`src/rtl/seg_timer_pkg.sv`:
```
// Shared definitions for the multi-digit 7-segment timer: segment patterns,
// FSM state encoding and the per-digit range helper.
package seg_timer_pkg;

  // Segment patterns, bit7=a ... bit1=g, bit0=dp (dp never lit), active-high.
  localparam logic [7:0] SEG_0     = 8'hFC;
  localparam logic [7:0] SEG_1     = 8'h60;
  localparam logic [7:0] SEG_2     = 8'hDA;
  localparam logic [7:0] SEG_3     = 8'hF2;
  localparam logic [7:0] SEG_4     = 8'h66;
  localparam logic [7:0] SEG_5     = 8'hB6;
  localparam logic [7:0] SEG_6     = 8'hBE;
  localparam logic [7:0] SEG_7     = 8'hE0;
  localparam logic [7:0] SEG_8     = 8'hFE;
  localparam logic [7:0] SEG_9     = 8'hE6;
  localparam logic [7:0] SEG_BLANK = 8'h00;

  // IDLE holds the count, RUN steps it, DONE is the saturated end (WRAP=0 only).
  typedef enum logic [1:0] {
    IDLE = 2'd0,
    RUN  = 2'd1,
    DONE = 2'd2
  } state_t;

  // Largest legal value of a digit: the tens-of-seconds digit tops out at 5
  // in mm:ss mode, every other digit at 9.
  function automatic logic [3:0] digit_max(input int unsigned idx, input bit clock_mode);
    return (clock_mode && idx == 1) ? 4'd5 : 4'd9;
  endfunction

endpackage

```
`src/rtl/seg7_decode.sv`:
```
// Combinational BCD to 7-segment decoder; codes above 9 blank the digit.
module seg7_decode
  import seg_timer_pkg::*;
(
  input  logic [3:0] bcd,
  output logic [7:0] seg
);

  // Table lookup with a blank default for illegal codes.
  always_comb begin
    seg = SEG_BLANK;
    case (bcd)
      4'd0:    seg = SEG_0;
      4'd1:    seg = SEG_1;
      4'd2:    seg = SEG_2;
      4'd3:    seg = SEG_3;
      4'd4:    seg = SEG_4;
      4'd5:    seg = SEG_5;
      4'd6:    seg = SEG_6;
      4'd7:    seg = SEG_7;
      4'd8:    seg = SEG_8;
      4'd9:    seg = SEG_9;
      default: seg = SEG_BLANK;
    endcase
  end

endmodule

```
`src/rtl/seg_timer_multi.sv`:
```
// Multi-digit up/down BCD timer with registered 7-segment outputs.
// Control pulses are resolved per edge in the order
// rst > clear > load > stop > start > step. An asserted stop also blocks
// start and the step on that edge even when it has nothing to stop. A start
// arriving while already running or done is ignored and does not block the
// step. Any load (accepted or rejected) clears the prescaler and blocks
// the step. The segment register is decoded from the next-state count, so
// bcd and seg always change on the same edge.
module seg_timer_multi
  import seg_timer_pkg::*;
#(
  parameter int NUM_DIGITS = 3,
  parameter int TICK_DIV   = 1,
  parameter int CLOCK_MODE = 1,
  parameter int WRAP       = 1
) (
  input  logic                    clk,
  input  logic                    rst,
  input  logic                    start,
  input  logic                    stop,
  input  logic                    clear,
  input  logic                    dir,
  input  logic                    load,
  input  logic [4*NUM_DIGITS-1:0] load_val,
  output logic [4*NUM_DIGITS-1:0] bcd,
  output logic [8*NUM_DIGITS-1:0] seg,
  output logic                    running,
  output logic                    tc,
  output logic                    load_err
);

  localparam int            BW         = 4 * NUM_DIGITS;
  localparam int            PW         = (TICK_DIV > 1) ? $clog2(TICK_DIV) : 1;
  localparam logic [PW-1:0] PRESC_LAST = PW'(TICK_DIV - 1);
  localparam bit            CM         = (CLOCK_MODE != 0);
  localparam bit            WRAP_EN    = (WRAP != 0);

  state_t                  state_q, state_d;
  logic [PW-1:0]           presc_q, presc_d;
  logic [BW-1:0]           count_q, count_d;
  logic [BW-1:0]           ripple;
  logic                    ripple_end;
  logic                    load_ok;
  logic                    tc_d;
  logic                    load_err_d;
  logic [8*NUM_DIGITS-1:0] seg_d;

  assign bcd = count_q;

  // One step of the BCD ripple in the current direction; a carry/borrow out
  // of the top digit means the count was at the range end, and the rippled
  // value is then already the opposite end.
  always_comb begin : ripple_chain
    logic       carry;
    logic [3:0] d;
    carry  = 1'b1;
    d      = 4'd0;
    ripple = count_q;
    for (int i = 0; i < NUM_DIGITS; i++) begin
      d = count_q[4*i +: 4];
      if (carry) begin
        if (!dir) begin
          if (d == digit_max(unsigned'(i), CM)) begin
            ripple[4*i +: 4] = 4'd0;
          end else begin
            ripple[4*i +: 4] = d + 4'd1;
            carry            = 1'b0;
          end
        end else begin
          if (d == 4'd0) begin
            ripple[4*i +: 4] = digit_max(unsigned'(i), CM);
          end else begin
            ripple[4*i +: 4] = d - 4'd1;
            carry            = 1'b0;
          end
        end
      end
    end
    ripple_end = carry;
  end

  // A preset is legal only if every digit is within its own range.
  always_comb begin
    load_ok = 1'b1;
    for (int i = 0; i < NUM_DIGITS; i++) begin
      if (load_val[4*i +: 4] > digit_max(unsigned'(i), CM)) begin
        load_ok = 1'b0;
      end
    end
  end

  // Next state, prescaler, count and pulse outputs in control-priority order.
  always_comb begin
    state_d    = state_q;
    presc_d    = presc_q;
    count_d    = count_q;
    tc_d       = 1'b0;
    load_err_d = 1'b0;
    if (clear) begin
      count_d = '0;
      state_d = IDLE;
      presc_d = '0;
    end else if (load) begin
      presc_d = '0;
      if (load_ok) begin
        count_d = load_val;
        if (state_q == DONE) begin
          state_d = IDLE;
        end
      end else begin
        load_err_d = 1'b1;
      end
    end else if (stop) begin
      if (state_q == RUN) begin
        state_d = IDLE;
      end
    end else if (start && state_q == IDLE) begin
      state_d = RUN;
      presc_d = '0;
    end else if (state_q == RUN) begin
      if (presc_q == PRESC_LAST) begin
        presc_d = '0;
        if (ripple_end) begin
          tc_d = 1'b1;
          if (WRAP_EN) begin
            count_d = ripple;
          end else begin
            state_d = DONE;
          end
        end else begin
          count_d = ripple;
        end
      end else begin
        presc_d = presc_q + 1'b1;
      end
    end
  end

  // Decode the next-state count so the segments land with the count.
  for (genvar g = 0; g < NUM_DIGITS; g++) begin : g_dec
    seg7_decode u_dec (
      .bcd (count_d[4*g +: 4]),
      .seg (seg_d[8*g +: 8])
    );
  end

  // FSM state register.
  always_ff @(posedge clk) begin
    if (rst) begin
      state_q <= IDLE;
    end else begin
      state_q <= state_d;
    end
  end

  // Datapath and output registers.
  always_ff @(posedge clk) begin
    if (rst) begin
      presc_q  <= '0;
      count_q  <= '0;
      seg      <= {NUM_DIGITS{SEG_0}};
      running  <= 1'b0;
      tc       <= 1'b0;
      load_err <= 1'b0;
    end else begin
      presc_q  <= presc_d;
      count_q  <= count_d;
      seg      <= seg_d;
      running  <= (state_d == RUN);
      tc       <= tc_d;
      load_err <= load_err_d;
    end
  end

endmodule

```
`config.mk`:
```
export PLATFORM = sky130hd
export DESIGN_NAME = seg_timer_multi
export DESIGN_NICKNAME = d
export VERILOG_FILES = /design/src/rtl/seg_timer_pkg.sv /design/src/rtl/seg7_decode.sv /design/src/rtl/seg_timer_multi.sv
export SDC_FILE = /design/constraint.sdc
export NUM_CORES = 1
export LEC_CHECK = 0
export CAP_MARGIN = 20
export CORE_MARGIN = 8
export CORE_UTILIZATION = 30
export DETAILED_ROUTE_END_ITERATION = 12
export DONT_BUFFER_PORTS = 1
export HOLD_SLACK_MARGIN = 0.1
export MAX_ROUTING_LAYER = met4
export REMOVE_ABC_BUFFERS = 1
export SLEW_MARGIN = 0
export SYNTH_ARGS = -nofsm -noshare
export SYNTH_HDL_FRONTEND = slang
export SYNTH_SLANG_ARGS = --single-unit
```
`constraint.sdc`:
```
create_clock -name clk -period 4.4 [get_ports clk]
set_clock_uncertainty 0.15 [all_clocks]
set_input_delay 0.66 -clock clk [delete_from_list [all_inputs] [get_ports clk]]
set_output_delay 0.66 -clock clk [all_outputs]
set_load 0.01 [all_outputs]
```
; Yosys cells after proc, flatten, opt, wreduce, memory -nomap -nowiden
; Memories as Yosys holds them, arrays and structs flattened. A register that Yosys moved wholly into a read port is not among the register bits.
; Index checks and enable logic that the tools add are counted.
[totals]
regBits = 42
romBits = 336
inputBits = 19
out_inout_bits = 39
wordCells = 83
memories = 3
[memory_table]
columns = name, words, width, rd, rd_clocked_by_memory_dff, wr, line
row1 = (name not given), 16, 7, 1, 1, 0, seg7_decode.sv:12  ; case (bcd)
row2 = (name not given), 16, 7, 1, 1, 0, seg7_decode.sv:12
row3 = (name not given), 16, 7, 1, 1, 0, seg7_decode.sv:12
[classes]
add_sub_neg = 7
n_lt_le_gt_ge = 3
eq_ne = 6
mux = 44
bitwise_logic = 3
n_reduce_logical = 10
[op_table]
columns = cell, count
row1 = two-way mux 12 bit, 7
row2 = two-way mux 4 bit, 11
row3 = two-way mux 1 bit, 19
row4 = two-way mux 2 bit, 7
row5 = "adder 4 x 1 -> 4 bit, second input constant", 3
row6 = logical NOT 4 bit, 3
row7 = "subtractor 4 x 1 -> 4 bit, second input constant", 3
row8 = "equality test 4 bit, second input constant", 2
row9 = "greater-than comparator 4 bit, second input constant", 2
row10 = OR reduction 7 bit, 1
row11 = OR reduction 3 bit, 2
row12 = "equality test 2 x 1 -> 1 bit, second input constant", 2
row13 = "equality test 4 x 3 -> 1 bit, second input constant", 1
row14 = "greater-than comparator 4 x 3 -> 1 bit, second input constant", 1
row15 = inverter 1 bit, 3
row16 = "equality test 2 bit, second input constant", 1
row17 = logical NOT 2 bit, 1
row18 = AND reduction 2 bit, 1
row19 = nonzero test 2 bit, 1
row20 = "adder 1 bit, second input constant", 1
row21 = logical AND 1 bit, 1

; Logic depth before layout (Yosys ltp)
; Gate-level depths: netlist of run 1.
[logic_depth]
depth_word = 11
ltp_mapped = 13
mapped_depth_nobuf = 13

; By module
; From an unflattened synthesis of run 1, not the netlist that was laid out.
[hier_totals]
cells_unflattened = 369
area_unflattened_um2 = 2960.3
[by_module_without_submodules]
columns = module, instances, cells_each, area_per_inst_um2, seq_area_each_um2
row1 = seg_timer_multi, 1, 261, 2239.6, 820.8
row2 = seg7_decode, 3, 36, 240.2, 0.0

; Worst setup path after synthesis of run 1
; Ideal clock, no wire load.
[synth_timing]
kind = input port to flip-flop
from = in load_val[5]
to = reg seg[12]
setup_ns = 0.074
t_arrival_ns = 2.700
t_required_ns = 4.176
slack_ns = 1.476
cell_stages = 9
path_buffers = 0
cell_sequence = a21oi_1 -> nand3_1 -> mux2i_1 -> mux2_2 -> or2_2 -> ha_1 -> inv_1 -> mux2_2 -> o21ai_0
[synth_via]
elab_chain_len = 6
[synth_rtl]
columns = item, line
row1 = "start, declared", seg_timer_multi.sv:24  ; input logic [4*NUM_DIGITS-1:0] load_val,
row2 = greater-than comparator 4 x 3 -> 1 bit, seg_timer_multi.sv:86  ; if (load_val[4*i +: 4] > digit_max(unsigned'(i), CM)) begin
row3 = two-way mux 1 bit (2 in series), seg_timer_multi.sv:86
row4 = two-way mux 12 bit (*), seg_timer_multi.sv:105  ; if (load_ok) begin
row5 = two-way mux 12 bit (*), seg_timer_multi.sv:103  ; end else if (load) begin
row6 = two-way mux 12 bit (*), seg_timer_multi.sv:99  ; if (clear) begin
row7 = "end, declared", seg_timer_multi.sv:26  ; output logic [8*NUM_DIGITS-1:0] seg,
; Mark *: on every way between the ends. The rest lies on a longest branch, timed or not.
; A chain may end at the register's enable or synchronous reset.

; Worst setup path after layout of run 1
[layout_timing]
from = reg count_q[0] (netlist: bcd[0])
to = reg seg[9]
[layout_via]
elab_chain_len = 10
elab_cells_between_ends = 12
classes_between = eq/ne (1) / mux (10) / reduce/logical (1)
[layout_rtl]
columns = item, line
row1 = "start, declared", seg_timer_multi.sv:40  ; logic [BW-1:0] count_q, count_d;
row2 = "start signal, assigned", seg_timer_multi.sv:167  ; count_q <= count_d;
row3 = equality test 4 bit / logical NOT 4 bit (equally long branches), "seg_timer_multi.sv:63, seg_timer_multi.sv:70"
row4 = "two-way mux 1 bit, on equally long branches", "seg_timer_multi.sv:63, seg_timer_multi.sv:70"
row5 = two-way mux 1 bit (*), seg_timer_multi.sv:62  ; if (!dir) begin
row6 = two-way mux 4 bit (*), seg_timer_multi.sv:61  ; if (carry) begin
row7 = two-way mux 12 bit (*), seg_timer_multi.sv:121  ; if (presc_q == PRESC_LAST) begin
row8 = two-way mux 12 bit (*), seg_timer_multi.sv:120  ; end else if (state_q == RUN) begin
row9 = two-way mux 12 bit (*), seg_timer_multi.sv:117  ; end else if (start && state_q == IDLE) begin
row10 = two-way mux 12 bit (*), seg_timer_multi.sv:113  ; end else if (stop) begin
row11 = two-way mux 12 bit (*), seg_timer_multi.sv:103
row12 = two-way mux 12 bit (*), seg_timer_multi.sv:99
row13 = net count_d[5], seg_timer_multi.sv:40
; Mark *: on every way through the listed nets, which the timed path passes. The rest lies on a longest branch.

==> results.json, run 1 <==
{
  "overflow": 0,
  "yosysWarnings": 0,
  "die_w_um": 112.2,
  "synth_edf_count": 0,
  "drt_iter0_drc": 148,
  "final-hold-violation-count": 0,
  "clkTransAtPathRegs_ps": 90,
  "hp-class": "in -> reg",
  "drt_pass1_iterations": 4,
  "vdd_drop_max_v": 0.0001070,
  "syn-cell-area_um2": 2775,
  "yosysTopAreaCell": "dfxtp_1",
  "leakagePower_nw": 1.218,
  "cts_buffers": 5,
  "vias_per_cell": 5.353,
  "antenna_found_initial": 0,
  "htreeDepth": 2,
  "diodes": 0,
  "die_h_um": 112.2,
  "io_pins": 58,
  "post-place-ws_ps": 1127,
  "initial_core_util": 0.3047,
  "postCtsResizedCells": 0,
  "grt_use_total": 0.1181,
  "grt_max_degree": 25,
  "grt_pass1_wl_um": 11720,
  "drt-total-wl_um": 7294,
  "grt_pass1_vias": 2302,
  "clkLatencyLatePin_ps": 300,
  "dp_hpwl_um": 5483,
  "setup_violations": 0,
  "cap_violations": 0,
  "end_kind": "flop",
  "holdBufCountCts": 0,
  "outcome": "complete, no violations",
  "tns_ps": 0,
  "final_layout_size_suffix_gt1_frac": 0.1015,
  "synth_seq_area_share": 0.2741,
  "period_share": 0.7167,
  "critPathArrivalTime_ps": 3190,
  "cts_tree": "built",
  "post-cts-setup-buffer-count": 0,
  "die-area_um2": 12580,
  "vias": 2334,
  "synth.top_cell.area_share": 0.2741,
  "comb_power_share": 0.125,
  "gp_congestion": 0.8180,
  "internal-power_mw": 0.5804,
  "areaGrowthSynthToFinish_pct": 5.996,
  "fin_ws_ps": 1247,
  "path_class": "reg -> reg",
  "antenna_left": 0,
  "clockBufferDepth": 2,
  "power_frac_seq": 0.471,
  "p_sw_frac": 0.2620,
  "synthTopCellsByCount": "dfxtp_1 (38), nor2_1 (37), ha_1 (27), inv_1 (24), o21ai_0 (19)",
  "worst_pin_slew_ps": 875.5,
  "row_count": 35,
  "final_nets": 371,
  "synth.area.top_cells": "dfxtp_1 (27%), ha_1 (12%), nor2_1 (5.0%)",
  "routedWlPerCell_um": 16.73,
  "start_kind": "flop",
  "synth-seq-cells": 38,
  "worst-path-max-fanout": 10,
  "ys_types": 62,
  "synthArstFlopShare": 0,
  "ys_dominant_reg_cell": "dfxtp_1",
  "slew_viol_final": 0,
  "power.switching_mw": 0.2060,
  "rsz0062_at_grt": "no",
  "required_ps": 4430,
  "syn_avg_cell_area_um2": 8.235,
  "max_freq_mhz": 317.1,
  "finalCriticalPeriod_ps": 3153,
  "synthCells": 337,
  "powerDensity_nw_per_um2": 267.3,
  "portBuffers": 0,
  "cts-root-buf": "clkbuf_8",
  "remaining_drc_errors": 0,
  "relSlewSlack": 0.4128,
  "cts_sinks": 38,
  "yosysMostFrequentCell": "dfxtp_1",
  "pwr-share-clk": 0.404,
  "core-area_um2": 9109
}
## power by group through the flow
stage / Combinational [mW] / Sequential [mW] / Clock [mW]
2_1_floorplan: 0.0797 / 0.375 / 0
3_3_place_gp: 0.0963 / 0.379 / 0
3_5_place_dp: 0.0978 / 0.379 / 0
4_1_cts: 0.0983 / 0.371 / 0.323
5_1_grt: 0.111 / 0.372 / 0.342
6_report: 0.0979 / 0.371 / 0.318
## logic make-up after synthesis
family          count (synthesis)  synth area share
flops                          38            0.2741
simple gates                  112            0.2259
compound gates                 91            0.2281
xor+xnor                        2          0.006313
buf+inv                        47           0.06988
fa+ha+maj                      27            0.1217
mux                            19           0.07259
other cells                     1          0.001351
## flip-flops by register name, summed over array words and instances (netlist names)
register / count
state_q: 2
load_err: 1
tc: 1
bcd: 12
seg: 21
running: 1
## layout by cell type, fill, tap and decap left out, types with 2 or more instances in the layout
cell type	count
a21o_1	3
nand2b_1	10
o32ai_1	2
o21ai_1	2
inv_1	24
clkbuf_8	6
o21ai_0	19
or2_2	7
a211oi_1	2
a31oi_1	13
or3_1	2
o211ai_1	3
nor3_1	4
mux2i_1	10
nand3_1	10
and4bb_2	2
a21oi_1	12
nand2_1	9
a22o_1	3
o221ai_1	2
nor3b_1	3
a211o_1	5
and2_1	2
nor2_1	37
o21bai_1	5
conb_1	3
dfxtp_1	38
o311ai_0	5
nor2b_1	8
mux2_2	9
ha_1	27
and3_1	6
nor4_1	2
o21a_1	3
## through the flow
stage / power [mW] / hold WS, ps / instance area [um2] / util / instances
6_report: 0.7863 / 259.1 / 2942 / 0.3229 / 436
5_1_grt: 0.8255 / 256.3 / 2942 / 0.3229 / 436
4_1_cts: 0.7926 / 261.1 / 2942 / 0.3229 / 436
3_5_place_dp: 0.4772 / 370.5 / 2829 / 0.3106 / 429
3_3_place_gp: 0.4757 / 360.0 / 2829 / 0.3106 / 429
2_1_floorplan: 0.4545 / 344.5 / 2683 / - / 317
## worst max-delay path, cell delays in order, from the launching register on
cell and delay [ps]:
dfxtp_1 590, inv_1 90, ha_1 280, and4bb_2 290, o21bai_4 190, mux2i_1 90
mux2_2 330, or2_2 330, inv_1 120, ha_1 180, mux2i_1 70, a22o_1 170
and2_1 150
## final timing paths
check | start | endpoint | slack (ps) | cells after the start
setup / recovery | bcd[0]$_SDFF_PP0_ | seg[9]$_SDFF_PP0_ | 1250 | 12
hold / removal | rst | seg[17]$_SDFF_PP0_ | 260 | 1
setup reg to reg | bcd[0]$_SDFF_PP0_ | seg[9]$_SDFF_PP0_ | 1250 | 12
hold reg to reg | state_q[1]$_SDFF_PP0_ | state_q[1]$_SDFF_PP0_ | 380 | 2
## per-layer routing
metal / global-route usage / routed length [um] / up-vias
met1: 0.1239 / 3017 / 1069
met3: 0.04348 / 580 / 17
met2: 0.1931 / 3460 / 79
li1: - / - / 1169
met5: - / 0 / -
met4: 0.05845 / 235 / 0
## area by class of cell
type	count	area, um2
Clock buffer	6	82.58
Clock inverter	1	30.03
Fill cell	983	6167
Inverter	25	93.84
Multi-Input combinational cell	254	1828
Sequential cell	38	760.7
Tap cell	111	138.9
Timing Repair Buffer	1	7.507
(Power assumes the default switching activity.)
==> run 2: changes to the inputs <==
clock period = 3.3 ns   (was 4.4 ns; I/O delays follow)
==> results.json, run 2 (synthesis gave the netlist of run 1 again) <==
{
  "path_cells": "inv_1 -> ha_1 -> and4bb_2 -> o21bai_4 -> mux2_2 -> a21oi_1 -> or2_2 -> inv_1 -> ha_1 -> mux2_2 -> o21ai_0",
  "relSlewSlack": 0.3588,
  "grt_pass1_wl_um": 11280,
  "vias_per_cell": 5.294,
  "cts-root-buf": "clkbuf_8",
  "end_kind": "flop",
  "finalCriticalPeriod_ps": 2995,
  "final-hold-violation-count": 0,
  "final_nets": 380,
  "clkLatencyLatePin_ps": 290,
  "die_w_um": 112.2,
  "critPathArrivalTime_ps": 3060,
  "remaining_drc_errors": 0,
  "period_share": 0.9077,
  "max_stage_delay_ps": 430,
  "outcome": "complete, no violations",
  "drt_pass1_iterations": 4,
  "wl_met1_um": 3004,
  "mostFrequentLayoutCells": "dfxtp_1 (38), nor2_1 (37), ha_1 (27)",
  "start_kind": "flop",
  "areaGrowthSynthToFinish_pct": 8.521,
  "hp-class": "in -> reg",
  "fillers": 954,
  "vdd_drop_max_v": 0.0001958,
  "routed.top_layer": "met4",
  "cap_violations": 0,
  "row_count": 35,
  "worst_pin_slew_ps": 949.7,
  "postCtsResizedCells": 0,
  "final_common_cell": "dfxtp_1",
  "grt_max_degree": 25,
  "crit_slowest_cell": "dfxtp_1",
  "cts_buffers": 5,
  "cts_tree": "built",
  "die-area_um2": 12580,
  "critical_path.top_delay_family": "multiplexers",
  "max_freq_mhz": 333.9,
  "path_class": "reg -> reg",
  "antenna_found_initial": 0,
  "overflow": 0,
  "grt_pass1_vias": 2191,
  "regMostFlops": "seg",
  "htreeDepth": 2,
  "io_pins": 58,
  "rsz0062_at_grt": "no",
  "leakagePower_nw": 1.265,
  "grt_use_total": 0.1145,
  "routedWlPerCell_um": 16.38,
  "required_ps": 3360,
  "worst-path-max-fanout": 6,
  "portBuffers": 0,
  "core-area_um2": 9109,
  "met3_length_um": 518,
  "vias": 2356,
  "post-place-ws_ps": 323.9,
  "fin_ws_ps": 304.7,
  "clockBufferDepth": 2,
  "dp_hpwl_um": 5573,
  "dr_wl_met2_um": 3552,
  "gp_congestion": 0.8175,
  "holdBufCountCts": 0,
  "cts_sinks": 38,
  "powerDensity_nw_per_um2": 345.0,
  "slew_viol_final": 0,
  "largest_reg_flops": 21,
  "drt_iter0_drc": 88,
  "tns_ps": 0,
  "die_h_um": 112.2,
  "post-cts-setup-buffer-count": 0,
  "final_layout_size_suffix_gt1_frac": 0.1228,
  "drt-total-wl_um": 7288,
  "antenna_left": 0,
  "initial_core_util": 0.3047,
  "diodes": 0,
  "crit_buf_inv": 2,
  "clkTransAtPathRegs_ps": 80,
  "setup_violations": 0
}
run 2: worst paths after layout:
kind / from / endpoint / slack (ps) / cells after the start
setup / recovery: bcd[0]$_SDFF_PP0_ / seg[15]$_SDFF_PP1_ / 300 / 11
hold / removal: rst / seg[17]$_SDFF_PP0_ / 110 / 1
setup reg to reg: bcd[0]$_SDFF_PP0_ / seg[15]$_SDFF_PP1_ / 300 / 11
hold reg to reg: state_q[1]$_SDFF_PP0_ / state_q[1]$_SDFF_PP0_ / 380 / 2
run 2: where the power goes:
group / total, mW / switching (mW) / leakage (nW) / internal [mW]
Sequential: 0.491 / 0.0173 / 0.309 / 0.473
Combinational: 0.142 / 0.0783 / 0.898 / 0.0634
Clock: 0.407 / 0.165 / 0.0573 / 0.242
run 2: final cells by class:
type,instances,area [um2],area share
clock buffer,6,82.58,0.02742
sequential,38,760.7,0.2526
clock inverter,1,30.03,0.009971
inverter,25,93.84,0.03116
multi-input combinational,254,1828,0.6070
tap,111,138.9,0.04612
timing repair buffer,10,77.57,0.02576
run 2: through the flow:
| stage | cell area, um2 | instances | hold WS (ps) | util | power, mW |
|---|---|---|---|---|---|
| 3_3_place_gp | 2889 | 437 | 357.8 | 0.3172 | 0.6397 |
| 2_1_floorplan | 2683 | 317 | 344.5 | - | 0.6060 |
| 6_report | 3012 | 445 | 108.7 | 0.3306 | 1.039 |
| 3_5_place_dp | 2889 | 437 | 364.5 | 0.3172 | 0.6416 |
| 4_1_cts | 3002 | 444 | 100.9 | 0.3295 | 1.057 |
| 5_1_grt | 3012 | 445 | 101.8 | 0.3306 | 1.092 |
run 2: metal layers:
layer	track usage	vias up
met5	-	-
met4	0.05665	0
met3	0.03918	16
met2	0.1899	57
met1	0.1198	1100
li1	-	1183
